==> src/rtl/uart_tx_drain.sv <==
// 8N1 UART transmitter that pops bytes from an upstream FIFO (empty/read/data_out)
// and serializes them LSB-first on tx, one frame per fifo_read pulse.
module uart_tx_drain #(
  parameter int CLKS_PER_BIT = 16
) (
  input  logic       clk,
  input  logic       reset,
  input  logic       enable,
  input  logic       fifo_empty,
  input  logic [7:0] fifo_data,
  output logic       fifo_read,
  output logic       tx,
  output logic       busy,
  output logic       byte_done,
  output logic [2:0] dbg_state
);

  localparam int CW = (CLKS_PER_BIT > 1) ? $clog2(CLKS_PER_BIT) : 1;
  localparam logic [CW-1:0] BAUD_LAST = CW'(CLKS_PER_BIT - 1);

  localparam logic [2:0] ST_IDLE    = 3'd0;
  localparam logic [2:0] ST_READ    = 3'd1;
  localparam logic [2:0] ST_CAPTURE = 3'd2;
  localparam logic [2:0] ST_START   = 3'd3;
  localparam logic [2:0] ST_DATA    = 3'd4;
  localparam logic [2:0] ST_STOP    = 3'd5;

  logic [2:0]    state_q, state_d;
  logic [CW-1:0] baud_q, baud_d;
  logic [2:0]    bit_q, bit_d;
  logic [7:0]    shift_q, shift_d;
  logic          tx_q, tx_d;
  logic          read_q, read_d;
  logic          done_q, done_d;
  logic          start_ok;
  logic          baud_last;

  // FIFO handshake: a byte is available when fifo_empty=0; one fifo_read pulse
  // pops it, and fifo_data holds that byte from the edge after the pulse.
  assign start_ok  = enable && !fifo_empty;
  assign baud_last = (baud_q == BAUD_LAST);

  always_comb begin
    state_d = state_q;
    baud_d  = baud_q;
    bit_d   = bit_q;
    shift_d = shift_q;
    tx_d    = tx_q;
    read_d  = 1'b0;
    done_d  = 1'b0;
    case (state_q)
      ST_IDLE: begin
        tx_d = 1'b1;
        if (start_ok) begin
          state_d = ST_READ;
          read_d  = 1'b1;
        end
      end
      ST_READ: state_d = ST_CAPTURE;
      ST_CAPTURE: begin
        shift_d = fifo_data;
        baud_d  = '0;
        tx_d    = 1'b0;
        state_d = ST_START;
      end
      ST_START: begin
        if (baud_last) begin
          baud_d  = '0;
          bit_d   = 3'd0;
          tx_d    = shift_q[0];
          state_d = ST_DATA;
        end else begin
          baud_d = baud_q + CW'(1);
        end
      end
      ST_DATA: begin
        if (baud_last) begin
          baud_d = '0;
          if (bit_q == 3'd7) begin
            tx_d    = 1'b1;
            state_d = ST_STOP;
          end else begin
            bit_d = bit_q + 3'd1;
            tx_d  = shift_q[bit_q + 3'd1];
          end
        end else begin
          baud_d = baud_q + CW'(1);
        end
      end
      ST_STOP: begin
        if (baud_last) begin
          baud_d = '0;
          done_d = 1'b1;
          tx_d   = 1'b1;
          // The end of the stop bit doubles as the idle decision so that
          // back-to-back frames are spaced 10*CLKS_PER_BIT+2 cycles apart.
          if (start_ok) begin
            state_d = ST_READ;
            read_d  = 1'b1;
          end else begin
            state_d = ST_IDLE;
          end
        end else begin
          baud_d = baud_q + CW'(1);
        end
      end
      default: begin
        state_d = ST_IDLE;
        tx_d    = 1'b1;
      end
    endcase
  end

  always_ff @(posedge clk or negedge reset) begin
    if (!reset) begin
      state_q <= ST_IDLE;
      baud_q  <= '0;
      bit_q   <= 3'd0;
      shift_q <= 8'h00;
      tx_q    <= 1'b1;
      read_q  <= 1'b0;
      done_q  <= 1'b0;
    end else begin
      state_q <= state_d;
      baud_q  <= baud_d;
      bit_q   <= bit_d;
      shift_q <= shift_d;
      tx_q    <= tx_d;
      read_q  <= read_d;
      done_q  <= done_d;
    end
  end

  assign fifo_read = read_q;
  assign tx        = tx_q;
  assign byte_done = done_q;
  assign busy      = (state_q != ST_IDLE);
  assign dbg_state = state_q;

endmodule
==> config.mk <==
export PLATFORM = sky130hd
export DESIGN_NAME = uart_tx_drain
export DESIGN_NICKNAME = d
export VERILOG_FILES = /design/src/rtl/uart_tx_drain.sv
export SDC_FILE = /design/constraint.sdc
export NUM_CORES = 1
export LEC_CHECK = 0
export ABC_AREA = 1
export CAP_MARGIN = 20
export CORE_ASPECT_RATIO = 1.2
export CORE_MARGIN = 5
export CORE_UTILIZATION = 54
export CTS_BUF_LIST = sky130_fd_sc_hd__clkbuf_8
export DETAILED_ROUTE_END_ITERATION = 16
export GPL_TIMING_DRIVEN = 0
export MAX_ROUTING_LAYER = met4
export PLACE_DENSITY = 0.86
export REMOVE_ABC_BUFFERS = 1
export SKIP_LAST_GASP = 1
export SYNTH_ARGS = -nofsm -noshare
export SYNTH_HDL_FRONTEND = slang
export SYNTH_SLANG_ARGS = --single-unit
==> constraint.sdc <==
create_clock -name clk -period 1.95 [get_ports clk]
set_clock_uncertainty 0.1 [all_clocks]
set_input_delay 0.39 -clock clk [delete_from_list [all_inputs] [get_ports clk]]
set_output_delay 0.39 -clock clk [all_outputs]
set_load 0.03 [all_outputs]
==> results of run 1 <==
==> logic make-up after synthesis <==
kind of cell               Yosys count  synth area share, %
DFF                                 21                45.42
and+or+nand+nor                     83                35.38
buffers and inverters               22                7.551
AOI/OAI and AO/OA                   15                8.415
adders and majority gates            3                3.237
==> final cells by class <==
| type | count | area share, % |
|---|---|---|
| multi-input combinational | 101 | 38.41 |
| inverter | 21 | 5.815 |
| clock inverter | 1 | 0.2643 |
| tap | 30 | 2.643 |
| clock buffer | 3 | 2.907 |
| timing repair buffer | 18 | 12.86 |
| sequential | 21 | 37.09 |
==> path summary, 6_finish.rpt <==
kind / start / end / slack (ns) / depth (start not counted)
worst max register to register: dbg_state[2] / tx / 0.17 / 8
max in group asynchronous: reset / bit_q[2] / 0.63 / 1
min in group asynchronous: reset / dbg_state[1] / 0.55 / 1
worst max-delay path: dbg_state[2] / dbg_state[2] / 0.06 / 1
worst min register to register: shift_q[7] / shift_q[7] / 0.38 / 2
worst min-delay path: shift_q[7] / shift_q[7] / 0.38 / 2
==> metrics by stage <==
step           worst slack, ns  cells  cell area [um2]
4_1_cts               0.002772    195             1415
5_1_grt               0.003281    195             1420
2_1_floorplan           0.3247    143             1155
6_report               0.06261    195             1420
3_3_place_gp            0.1401    191             1373
3_5_place_dp            0.1317    191             1373
==> cells in the final DEF (no fill, tap or decap), drive strengths merged, types with 3 or more instances in the layout <==
cell,count
o21ai,5
inv,21
dfrtp,20
clkbuf,3
clkdlybuf4s50,14
nand3,21
nand2,50
a21oi,6
nor2,10
ha,3
==> power by group through the flow <==
stage	registers (uW)	logic, uW	clock network (uW)
after global routing	452	55.0	308
final	451	49.1	280
after detailed placement	459	50.8	0
after floorplan	460	13.7	0
after CTS	451	50.4	286
after global placement	459	49.9	0
==> flip-flops by register name, indices dropped and copies added (netlist names) <==
register,cells
baud_q,4
shift_q,8
byte_done,1
bit_q,3
fifo_read,1
dbg_state,3
tx,1
==> layer usage <==
| metal | global-route usage, % | share of wire, % | vias up |
|---|---|---|---|
| li1 | - | - | 505 |
| met1 | 17.70 | 39 | 435 |
| met2 | 30.67 | 53 | 22 |
| met3 | 3.440 | 5.0 | 5 |
| met4 | 10.22 | 2.4 | 0 |
| met5 | - | 0 | - |
==> repair_timing <==
action                                  CTS  global route
endpoints found under the setup margin    2             2
resized for setup                         2             2
hold buffers                              0             0
==> key figures, run 1 <==
Job
  – Max-cap violations: 0

Yosys
  – Average footprint of a synthesized cell: 8.055 um2
  – Number of different library cells in the post-synthesis netlist: 27
  – Synth top area share: 43.15%
  – Cell count after synthesis: 144
  – Commonest cells in the netlist: nand2_1, dfrtp_1, nand3_1
  – Top FF cell, synth: dfrtp_1
  – Number of flops mapped to enable cells by yosys: 0
  – Ranking of synthesized cells by area: dfrtp_1, nand2_1, nand3_1, inv_1, ha_1
  – Post-synth design cell area: 1160 um2
  – Synth Register Bits: 21
  – Largest area contributor in the netlist: dfrtp_1
  – Most numerous cell in the Yosys netlist: nand2_1
  – Sequential fraction of the synthesis area: 45.42%
  – Number of warnings issued by yosys: 0
  – Ys async rst share: 100.0%

STA
  – Fin crit share: 96.79%
  – Worst Hold Slack: 0.3796 ns
  – Total negative slack: 0 ns
  – RSZ-0062 raised after global routing: no
  – Max-slew violation count: 0
  – Max Fclk: 0.5298 GHz
  – Final Hold Vio Count: 0
  – Setup violators final: 0
  – Fin crit period: 1.887 ns
  – Worst-Margin Slew: 0.9404 ns
  – Max-slew headroom: 37.11%

Critical path
  – Critical-path maximum fanout: 5
  – Worst Path Buf+Inv: 1
  – Slowest stage delay, CP: 0.70 ns
  – Family with the most delay on the worst path: buffers and inverters
  – Setup crit end kind: output port
  – CP required: 1.46 ns
  – Crit path DAT: 1.40 ns
  – Critical path type: flop to output port
  – Setup crit start kind: flop
  – Critical-path top delay cell: clkdlybuf4s50_1
  – Crit path cell chain: clkdlybuf4s50_1

Finish
  – Final core utilization: 69.29%
  – # diodes: 0
  – Area of the multi-input gates: 545.5 um2
  – Register area: 526.8 um2
  – Fraction of layout cells with a size suffix above 1: 11.52%
  – Area delta synth->final: 22.44%
  – Fillers: 177
  – Nets: 181

Pwr
  – Combinational group share of total power: 6.3%
  – Design Power: 779.7 uW
  – Seq pwr share: 57.8%
  – Sw Ratio: 21.36%
  – Pleak: 0.0007593 uW
  – Clock Power Share: 35.9%
  – Sw Pwr: 166.5 uW
  – P_int: 613.1 uW
  – Peak VDD IR: 440.4 uV
  – Pwr/cell area: 549.0 nW/um2

Drt
  – # DRC: 0
  – Drt pass-1 iters: 4
  – Routed wire length: 2213 um
  – Antenna viol nets, final: 0
  – DR vias: 967
  – Drt initial violations: 11
  – Average wire per standard cell: 11.35 um
  – Via-to-Cell Ratio: 4.959

Floorplan
  – Die Ht: 60.77 um
  – Die W: 52.31 um
  – Core outline area: 2049 um2
  – Num rows: 18
  – Die ar.: 3179 um2
  – Boundary pin count: 19
  – Initial Utilization: 56.59%

GRT
  – Largest net degree at the start of global routing: 22
  – Global route overflow: 0
  – First-pass GRT wire length: 3933 um
  – Gr usage total: 17.42%
  – Vias in the first global route: 960
  – Initial antenna violation count: 0

CTS
  – Later-pin clock latency in the skew report: 0.26 ns
  – CTS root buf: clkbuf_8
  – Setup Fix Bufs, Post-CTS: 0
  – CTS max path bufs: 2
  – H-tree lvl count: 1
  – Register clock-pin slew on the reported worst setup and hold paths: 0.07 ns
  – Num CTS Buffers: 3
  – CTS tree: done
  – Clk sinks: 21

Place
  – Placer Congestion: 0.9096
  – HPWL Detailed: 1657 um
  – Input/output buffers: 18

Worst hold path
  – Hold Path Class: flop to flop

Status
  – Outcome: finished, final reports clean
Note: power is estimated with default switching activity, not from simulation.
==> inputs of run 2 (changes only) <==
--- a/config.mk
+++ b/config.mk
@@ -8,13 +8,11 @@
 export ABC_AREA = 1
 export CAP_MARGIN = 20
 export CORE_ASPECT_RATIO = 1.2
-export CORE_MARGIN = 5
-export CORE_UTILIZATION = 54
-export CTS_BUF_LIST = sky130_fd_sc_hd__clkbuf_8
+export CORE_UTILIZATION = 52
 export DETAILED_ROUTE_END_ITERATION = 16
 export GPL_TIMING_DRIVEN = 0
 export MAX_ROUTING_LAYER = met4
-export PLACE_DENSITY = 0.86
+export PLACE_DENSITY = 0.83
 export REMOVE_ABC_BUFFERS = 1
 export SKIP_LAST_GASP = 1
 export SYNTH_ARGS = -nofsm -noshare
==> run 2 against run 1 <==
  * Sequential share of layout area increased by 0.91 points
  * Worst hold slack gained 0.018 ns
  * Critical endpoint is now fifo_read
  * Cell count did not move
  * Total power shrank 7.2%
  * Via count up 5.7%
  * Combinational power up 2%
  * Flip-flop and latch count stayed put
  * Utilization fell by 2.1 points
  * Final area fell by 1.9%
  * Die area fell by 24%
  * Critical path depth unchanged
==> key figures, run 2 (synthesis results as in run 1) <==
Critical path
  – CP required: 1.46 ns
  – Slowest stage delay, CP: 0.66 ns
  – Reg-to-reg endpoint: tx
  – R2R depth: 8
  – Worst Path Buf+Inv: 1
  – Critical-path top delay cell: clkdlybuf4s50_1
  – Family with the most delay on the worst path: buffers and inverters
  – Setup crit end kind: output port
  – Worst Setup SP: fifo_read
  – Reg2reg setup slack: 0.15 ns
  – Setup crit end: fifo_read
  – Critical path type: flop to output port
  – Crit path DAT: 1.33 ns
  – Critical-path maximum fanout: 1
  – Crit path depth: 1
  – Reg-to-reg startpoint: dbg_state[2]
  – Setup crit start kind: flop
  – Crit path cell chain: clkdlybuf4s50_1

Finish
  – Fraction of layout cells with a size suffix above 1: 13.94%
  – Most frequent cells in the layout: nand2_1, nand3_1, dfrtp_1
  – # diodes: 0
  – Design Area, Final: 1393 um2
  – Largest Register: shift_q
  – Nets: 181
  – Commonest non-fill, non-tap cell in the layout: nand2_1
  – Area delta synth->final: 20.07%
  – Fillers: 188
  – Post-route insts no fill: 195
  – Largest regs: shift_q (8), baud_q (4)
  – Max FFs per register: 8
  – Final core utilization: 67.21%

CTS
  – Later-pin clock latency in the skew report: 0.32 ns
  – Num CTS Buffers: 3
  – Register clock-pin slew on the reported worst setup and hold paths: 0.12 ns
  – CTS tree: done
  – Setup Fix Bufs, Post-CTS: 0
  – Clk sinks: 21
  – CTS max path bufs: 2
  – CTS root buf: clkbuf_4
  – H-tree lvl count: 1

STA
  – Max-slew headroom: 38.00%
  – Fin crit period: 1.817 ns
  – Max Fclk: 0.5503 GHz
  – Final Hold Vio Count: 0
  – Fin crit share: 93.19%
  – Setup violators final: 0
  – Post-route setup slack: 0.1328 ns
  – RSZ-0062 raised after global routing: no
  – Total negative slack: 0 ns
  – Max-slew violation count: 0
  – Worst-Margin Slew: 0.9271 ns

Place
  – Pre-CTS setup slack: 0.1258 ns
  – Placer Congestion: 0.9322
  – HPWL Detailed: 1761 um
  – Dpl cells: 191
  – Placed Area: 1373 um2
  – Input/output buffers: 18

GRT
  – First-pass GRT wire length: 3988 um
  – Global route overflow: 0
  – Initial antenna violation count: 0
  – Vias in the first global route: 999
  – Largest net degree at the start of global routing: 22
  – Gr usage total: 23.52%

Drt
  – Drt initial violations: 32
  – Routed wire length: 2408 um
  – Antenna viol nets, final: 0
  – # DRC: 0
  – DR vias: 1022
  – Average wire per standard cell: 12.35 um
  – Via-to-Cell Ratio: 5.241
  – Drt pass-1 iters: 4

Job
  – Max-cap violations: 0

Pwr
  – Peak VDD IR: 493.8 uV
  – Pleak: 0.0007182 uW
  – Pwr/cell area: 519.4 nW/um2

Floorplan
  – Die Ht: 53.74 um
  – Initial Utilization: 55.98%
  – Die W: 45.12 um
  – Die ar.: 2424 um2
  – Core outline area: 2072 um2
  – Boundary pin count: 19
  – Num rows: 18

Status
  – Outcome: finished, final reports clean

Worst hold path
  – Hold Path Class: flop to flop
  – HP Start: shift_q[7]
==> run 2: cell count changes in the layout (fill, tap and decap cells not counted), sizes merged <==
cell           change
clkbuf             +1
dlymetal6s2s       -2
dlygate4sd2        +2
clkdlybuf4s50      -1
inv                -1
clkinv             +1
==> run 2: what timing repair did <==
| action | in CTS | in global routing |
|---|---|---|
| hold buffers | 0 | 0 |
| setup endpoints to repair | 5 | 1 |
| resized for setup | 5 | 4 |
==> run 2: metrics by stage <==
step	total power, uW	hold WS [ns]
floorplan	474.1	-0.005591
global placement	509.1	0.3650
detailed placement	511.2	0.3659
CTS	727.6	0.3964
global route	741.2	0.4242
finish	723.3	0.3972
==> run 2: layout make-up <==
type,count,area (um2),area share [%]
Clock buffer,3,22.52,1.617
Timing Repair Buffer,18,170.2,12.22
Tap cell,30,37.54,2.695
Clock inverter,1,5.005,0.3594
Multi-Input combinational cell,101,545.5,39.17
Sequential cell,21,529.3,38.01
Inverter,21,82.58,5.930
==> run 2: power breakdown <==
group | total [uW] | switching (uW) | internal (uW)
clock | 222 | 145 | 77.0
sequential | 451 | 5.48 | 446
combinational | 49.9 | 22.8 | 27.1
==> run 2: metal layers <==
metal / up-vias / routed length, um / track usage, %
li1: 504 / - / -
met1: 475 / 985 / 25.21
met2: 34 / 1236 / 41.55
met3: 9 / 117 / 2.685
met4: 0 / 68 / 13.13
met5: - / 0 / -
==> run 2: worst min-delay path by stage <==
stage | depth (start not counted) | slack, ns | end
2_1_floorplan | 0 | -0.006 | baud_q[0]
3_3_place_gp | 2 | 0.36 | shift_q[7]
3_5_place_dp | 2 | 0.37 | shift_q[4]
4_1_cts | 2 | 0.40 | shift_q[4]
5_1_grt | 2 | 0.42 | shift_q[6]
6_report | 2 | 0.40 | shift_q[7]
==> run 2: worst register-to-register path, delay by kind of cell, from the launching register on <==
kind | cells | cell delay (ns)
flops | 1 | 0.46
buf+inv | 2 | 0.16
simple gates | 6 | 1.03
==> inputs of run 3 (changes only) <==
--- a/config.mk
+++ b/config.mk
@@ -7,10 +7,10 @@
 export LEC_CHECK = 0
 export ABC_AREA = 1
 export CAP_MARGIN = 20
-export CORE_ASPECT_RATIO = 1.2
+export CORE_ASPECT_RATIO = 0.8
 export CORE_UTILIZATION = 52
 export DETAILED_ROUTE_END_ITERATION = 16
-export GPL_TIMING_DRIVEN = 0
+export GPL_TIMING_DRIVEN = 1
 export MAX_ROUTING_LAYER = met4
 export PLACE_DENSITY = 0.83
 export REMOVE_ABC_BUFFERS = 1
==> run 3 against run 2 <==
  * Sequential power barely moved
  * Sequential share of layout area decreased by 0.88 points
  * Final area rose by 1.9%
  * Worst hold slack worse by 0.090 ns
  * Critical path type unchanged
  * Critical endpoint is now busy
  * Largest power group unchanged
  * Highest routed layer unchanged
==> key figures, run 3 (synthesis results as in run 1) <==
Critical path
  – Critical path type: flop to output port
  – Setup crit end kind: output port
  – R2R depth: 10
  – Crit path cell chain: inv_2 > nand2_1 > dlygate4sd2_1
  – Critical-path maximum fanout: 6
  – Reg-to-reg endpoint: tx
  – CP required: 1.46 ns
  – Reg-to-reg startpoint: bit_q[0]
  – Reg2reg setup slack: 0.20 ns
  – Slowest stage delay, CP: 0.45 ns
  – Setup crit start kind: flop
  – Critical-path top delay cell: dfrtp_1
  – Crit path DAT: 1.36 ns

GRT
  – First-pass GRT wire length: 3843 um
  – Gr usage total: 23.50%
  – Vias in the first global route: 901
  – Initial antenna violation count: 0
  – Largest net degree at the start of global routing: 22
  – Global route overflow: 0

Floorplan
  – Core outline area: 1979 um2
  – Num rows: 14
  – Boundary pin count: 19
  – Die Ht: 44.24 um
  – Die ar.: 2424 um2
  – Die W: 54.80 um
  – Initial Utilization: 58.60%

Status
  – Outcome: finished, final reports clean

CTS
  – Hold Buf Count CTS: 0
  – CTS max path bufs: 2
  – Clk sinks: 21
  – CTS root buf: clkbuf_4
  – Later-pin clock latency in the skew report: 0.30 ns
  – CTS tree: done
  – Num CTS Buffers: 3
  – Register clock-pin slew on the reported worst setup and hold paths: 0.11 ns
  – Setup Fix Bufs, Post-CTS: 0
  – H-tree lvl count: 1

Drt
  – Average wire per standard cell: 12.12 um
  – Antenna viol nets, final: 0
  – DR vias: 1007
  – Routed wire length: 2340 um
  – Drt initial violations: 19
  – Drt pass-1 iters: 6
  – Via-to-Cell Ratio: 5.218
  – # DRC: 0

STA
  – Max-slew headroom: 79.03%
  – Max-slew violation count: 0
  – Final Hold Vio Count: 0
  – Setup violators final: 0
  – Max Fclk: 0.5416 GHz
  – RSZ-0062 raised after global routing: no
  – Fin crit period: 1.846 ns
  – Fin crit share: 94.69%
  – Total negative slack: 0 ns
  – Worst-Margin Slew: 0.3141 ns

Finish
  – Largest Register: shift_q
  – Final core utilization: 71.68%
  – Most frequent cells in the layout: nand2_1, dfrtp_1, nand3_1
  – Fraction of layout cells with a size suffix above 1: 13.61%
  – Max FFs per register: 8
  – # diodes: 0
  – Design Area, Final: 1419 um2
  – Commonest non-fill, non-tap cell in the layout: nand2_1
  – Nets: 185
  – Largest regs: shift_q (8), baud_q (4)
  – Area delta synth->final: 22.33%

Pwr
  – Peak VDD IR: 495.7 uV
  – Combinational group share of total power: 7.3%
  – Pwr/cell area: 500.9 nW/um2
  – P_int: 553.9 uW
  – Clock Power Share: 29.3%
  – Design Power: 710.6 uW
  – Pleak: 0.0007390 uW
  – Seq pwr share: 63.5%
  – Sw Pwr: 156.7 uW
  – Sw Ratio: 22.06%

Worst hold path
  – Hold Path Class: primary input to async pin

Place
  – HPWL Detailed: 1877 um
  – Placed Area: 1395 um2
  – Placer Congestion: 0.8354
  – Input/output buffers: 18

Job
  – Max-cap violations: 0
run 3: cell count changes in the layout (fill, tap and decap cells not counted), sizes merged:
cell / delta
buf: +4
clkinv: -1
dlymetal6s2s: +1
run 3: metal layers:
metal,global-route usage [%],vias up,wire [um]
li1,-,518,-
met1,29.87,466,1123
met2,36.87,19,1100
met3,7.216,4,96
met4,4.615,0,20
met5,-,-,0
run 3: final cells by class:
type                            instances  area [um2]
Multi-Input combinational cell        101       545.5
Fill cell                             169       560.5
Inverter                               21       82.58
Sequential cell                        21       526.8
Timing Repair Buffer                   22       207.7
Tap cell                               24       30.03
Clock buffer                            4       26.28
run 3: worst max-delay path: cells and delay by family (launching register included):
kind | cells | cell delay, ns
AND/OR/NAND/NOR | 1 | 0.11
flip-flops | 1 | 0.45
buffers and inverters | 2 | 0.49
run 3: how the worst max path moves through the flow:
stage	endpoint	cells past startpoint	start
final	busy	3	dbg_state[2]
after global routing	tx	10	bit_q[0]
after CTS	dbg_state[2]	1	dbg_state[2]
after detailed placement	busy	3	dbg_state[2]
after global placement	busy	3	dbg_state[2]
after floorplan	tx	7	dbg_state[1]
run 3: what timing repair did:
action	in CTS	in global routing
gates resized for setup	4	1
endpoints found under the setup margin	4	1
gates cloned	0	0
run 3: through the flow:
| stage | worst slack, ns | hold slack (ns) | cells |
|---|---|---|---|
| final | 0.1036 | 0.3073 | 193 |
| after global routing | 0.02937 | 0.3534 | 193 |
| after CTS | 0.003023 | 0.3186 | 193 |
| after detailed placement | 0.1666 | 0.3737 | 189 |
| after global placement | 0.1999 | 0.3661 | 189 |
| after floorplan | 0.3247 | -0.005591 | 143 |
run 3: power by group through the flow:
stage               Combinational [uW]  Sequential, uW  Clock [uW]
floorplan                         13.7             460           0
global placement                  51.3             459           0
detailed placement                53.6             459           0
CTS                               53.1             451         212
global route                      59.4             452         233
finish                            51.6             451         208
==> RTL change (config.mk and constraints of run 3) <==
`CLKS_PER_BIT`: 16 -> 8.
--- a/src/rtl/uart_tx_drain.sv
+++ b/src/rtl/uart_tx_drain.sv
@@ -3,3 +3,3 @@
 module uart_tx_drain #(
-  parameter int CLKS_PER_BIT = 16
+  parameter int CLKS_PER_BIT = 8
 ) (
Formal check against the unedited RTL: same outputs for any inputs over 10 cycles, from zero or initial values and one cycle with reset low; that may be too few to reach the edited logic, so the function may still have changed.
==> RTL change against run 3 <==
  * Critical path type unchanged
  * Sequential share of layout area rose by 0.94 points
  * Sequential power fell by 4.4%
  * Worst setup slack improved by 0.067 ns
  * Global-route usage fell by 1.1 points
  * Cell area fell by 6.9%
  * Wire length fell by 8.2%
  * Synthesized area fell by 8.0%
  * Power rose by 15%
  * Via count fell by 14%
  * Die area fell by 7.7%
  * Sequential cell count fell by 1
==> RTL change: results (changes against run 3) <==
Final layout
  – Max reg flops: 8 (unchanged)
  – Share of cells above drive strength 1: 0.2029 (+0.06680)
  – Antenna cells: 0 (unchanged)
  – Most flops, register: shift_q
  – Final net count: 156 (-16%)
  – Filler cells: 150 (-11%)

Place
  – IO Port Bufs: 18 (unchanged)
  – Post-place instance area: 1274 um^2 (-8.7%)
  – Pre-CTS setup slack: 0.1540 ns (-0.01259 ns)
  – Gpl congestion: 0.8614 (+3.1%)
  – Dpl hpwl: 1.572 mm (-16%)

Yosys
  – Area contributors post-synth: dfrtp_1 (45%), nand2_1 (10%), mux2_4 (8.4%)
  – Most frequent cells after synthesis: nand2_1 (29), dfrtp_1 (19), nand3_1 (15)
  – Top_reg_cell synth: dfrtp_1
  – Synth warn: 0 (unchanged)
  – Avg Inst Size Synth: 9.201 um^2 (+14%)
  – Cell variety after synth: 20 (-26%)
  – Register area share after synthesis: 0.4701 (+0.01595)
  – Async S/R FF share, synth: 1.000 (unchanged)

Clocking
  – H-tree depth: 1 (unchanged)
  – Max clock buf depth: 2 (unchanged)
  – Cell at the root of the clock tree: clkbuf_4
  – CTS clk-pin slew, worst paths: roughly 0.12 ns
  – CTS Buf Count: 3 (unchanged)
  – Setup Fix Bufs, Post-CTS: 0 (unchanged)
  – Clk Latency, worst-skew pair: a little over 0.3 ns

Detailed routing
  – Via count: 862 (-14%)
  – Met2 routed WL: 1.053 mm (-4.3%)
  – Max Used Layer: met4
  – Met3 wire length: 110 um (+15%)
  – TritonRoute pass-1 iters: 4 (-2)
  – DRT met1 WL: 925 um (-18%)
  – Initial drt markers: 36 (+17)
  – Total wire length: 2.149 mm (-8.2%)
  – WL/cell: 13.27 um (+9.4%)

Power and ir drop
  – Clk pwr share: 0.409 (+0.116)
  – Comb group: 53.3 uW (+3%)
  – Sw frac: 0.1858 (-0.03477)
  – Register share of total power: 0.526 (-0.109)
  – Leak: 0.6792 nW (-8.1%)
  – Max VDD drop: 0.0004873 V (-1.7%)

Setup path
  – Delay-heaviest family, CP: buffers and inverters
  – Slowest CP cell: clkdlybuf4s50_1
  – CP max FO: 1 (-5)
  – Arr. time, crit path: 1.29 ns (-0.07 ns)
  – Crit-path max cell delay: 0.66 ns (+0.21 ns)

Global route
  – First-pass GRT wire length: 3.463 mm (-9.9%)
  – Initial antenna violation count: 0 (unchanged)
  – Vias in the first global route: 827 (-8.2%)
  – Met1 Resource Use GR: 0.2622 (-0.03649)
  – Met2 global-route usage: 0.3443 (-0.02437)
  – Largest net degree at the start of global routing: 21 (-4.5%)
  – Met3 Usage GRT: 0.07971 (+0.007545)
  – GRT Overall Usage: 0.2245 (-0.01058)

STA
  – Slew Limit Headroom: 0.7582 (-0.03210)

Min path
  – Worst min path class: in2async

Run status
  – Outcome: completed
## RTL change: cell count changes in the layout (fill, tap and decap cells not counted), sizes merged, moves of 2 or more
| cell | delta |
|---|---|
| a21oi | -3 |
| buf | -3 |
| nand3 | -6 |
| ha | +2 |
| nor2 | -3 |
| inv | -6 |
| mux2 | +8 |
| o21ai | +2 |
| nand2 | -18 |
## RTL change: repair_timing
| action | in CTS | in global routing |
|---|---|---|
| cloned | 0 | 0 |
| endpoints found under the setup margin | 4 | 2 |
| gates resized for setup | 4 | 4 |
## RTL change: kinds of logic (layout without fill, tap and decap cells)
kind of cell | Yosys count | after routing | synth area share
buffers and inverters | 15 | 37 | 0.05979
and+or+nand+nor | 56 | 56 | 0.2450
AOI/OAI and AO/OA | 12 | 12 | 0.06096
DFF | 20 | 20 | 0.4701
adders and majority gates | 5 | 5 | 0.05862
muxes | 8 | 8 | 0.1055
## RTL change: path summary, 6_finish.rpt
path	from	to	slack, ns	depth (start not counted)
hold / removal	reset	dbg_state[1]$_DFFE_PN0P_	0.31	2
setup reg to reg	baud_q[0]$_DFFE_PN0P_	tx$_DFFE_PN1P_	0.23	8
max in group asynchronous	reset	tx$_DFFE_PN1P_	1.17	2
min in group clk	baud_q[0]$_DFFE_PN0P_	baud_q[0]$_DFFE_PN0P_	0.42	1
setup / recovery	fifo_read$_DFF_PN0_	fifo_read	0.17	1
hold reg to reg	baud_q[0]$_DFFE_PN0P_	baud_q[0]$_DFFE_PN0P_	0.42	1
## RTL change: final cells by class
type                    count  area (um^2)  area share
flip-flops and latches     20        503.0      0.3807
repair buffers             19        181.4      0.1373
clock inverters             1        30.03     0.02273
clock buffers               3        22.52     0.01705
multi-input cells          81        501.7      0.3797
inverters                  14        52.55     0.03977
well taps                  24        30.03     0.02273
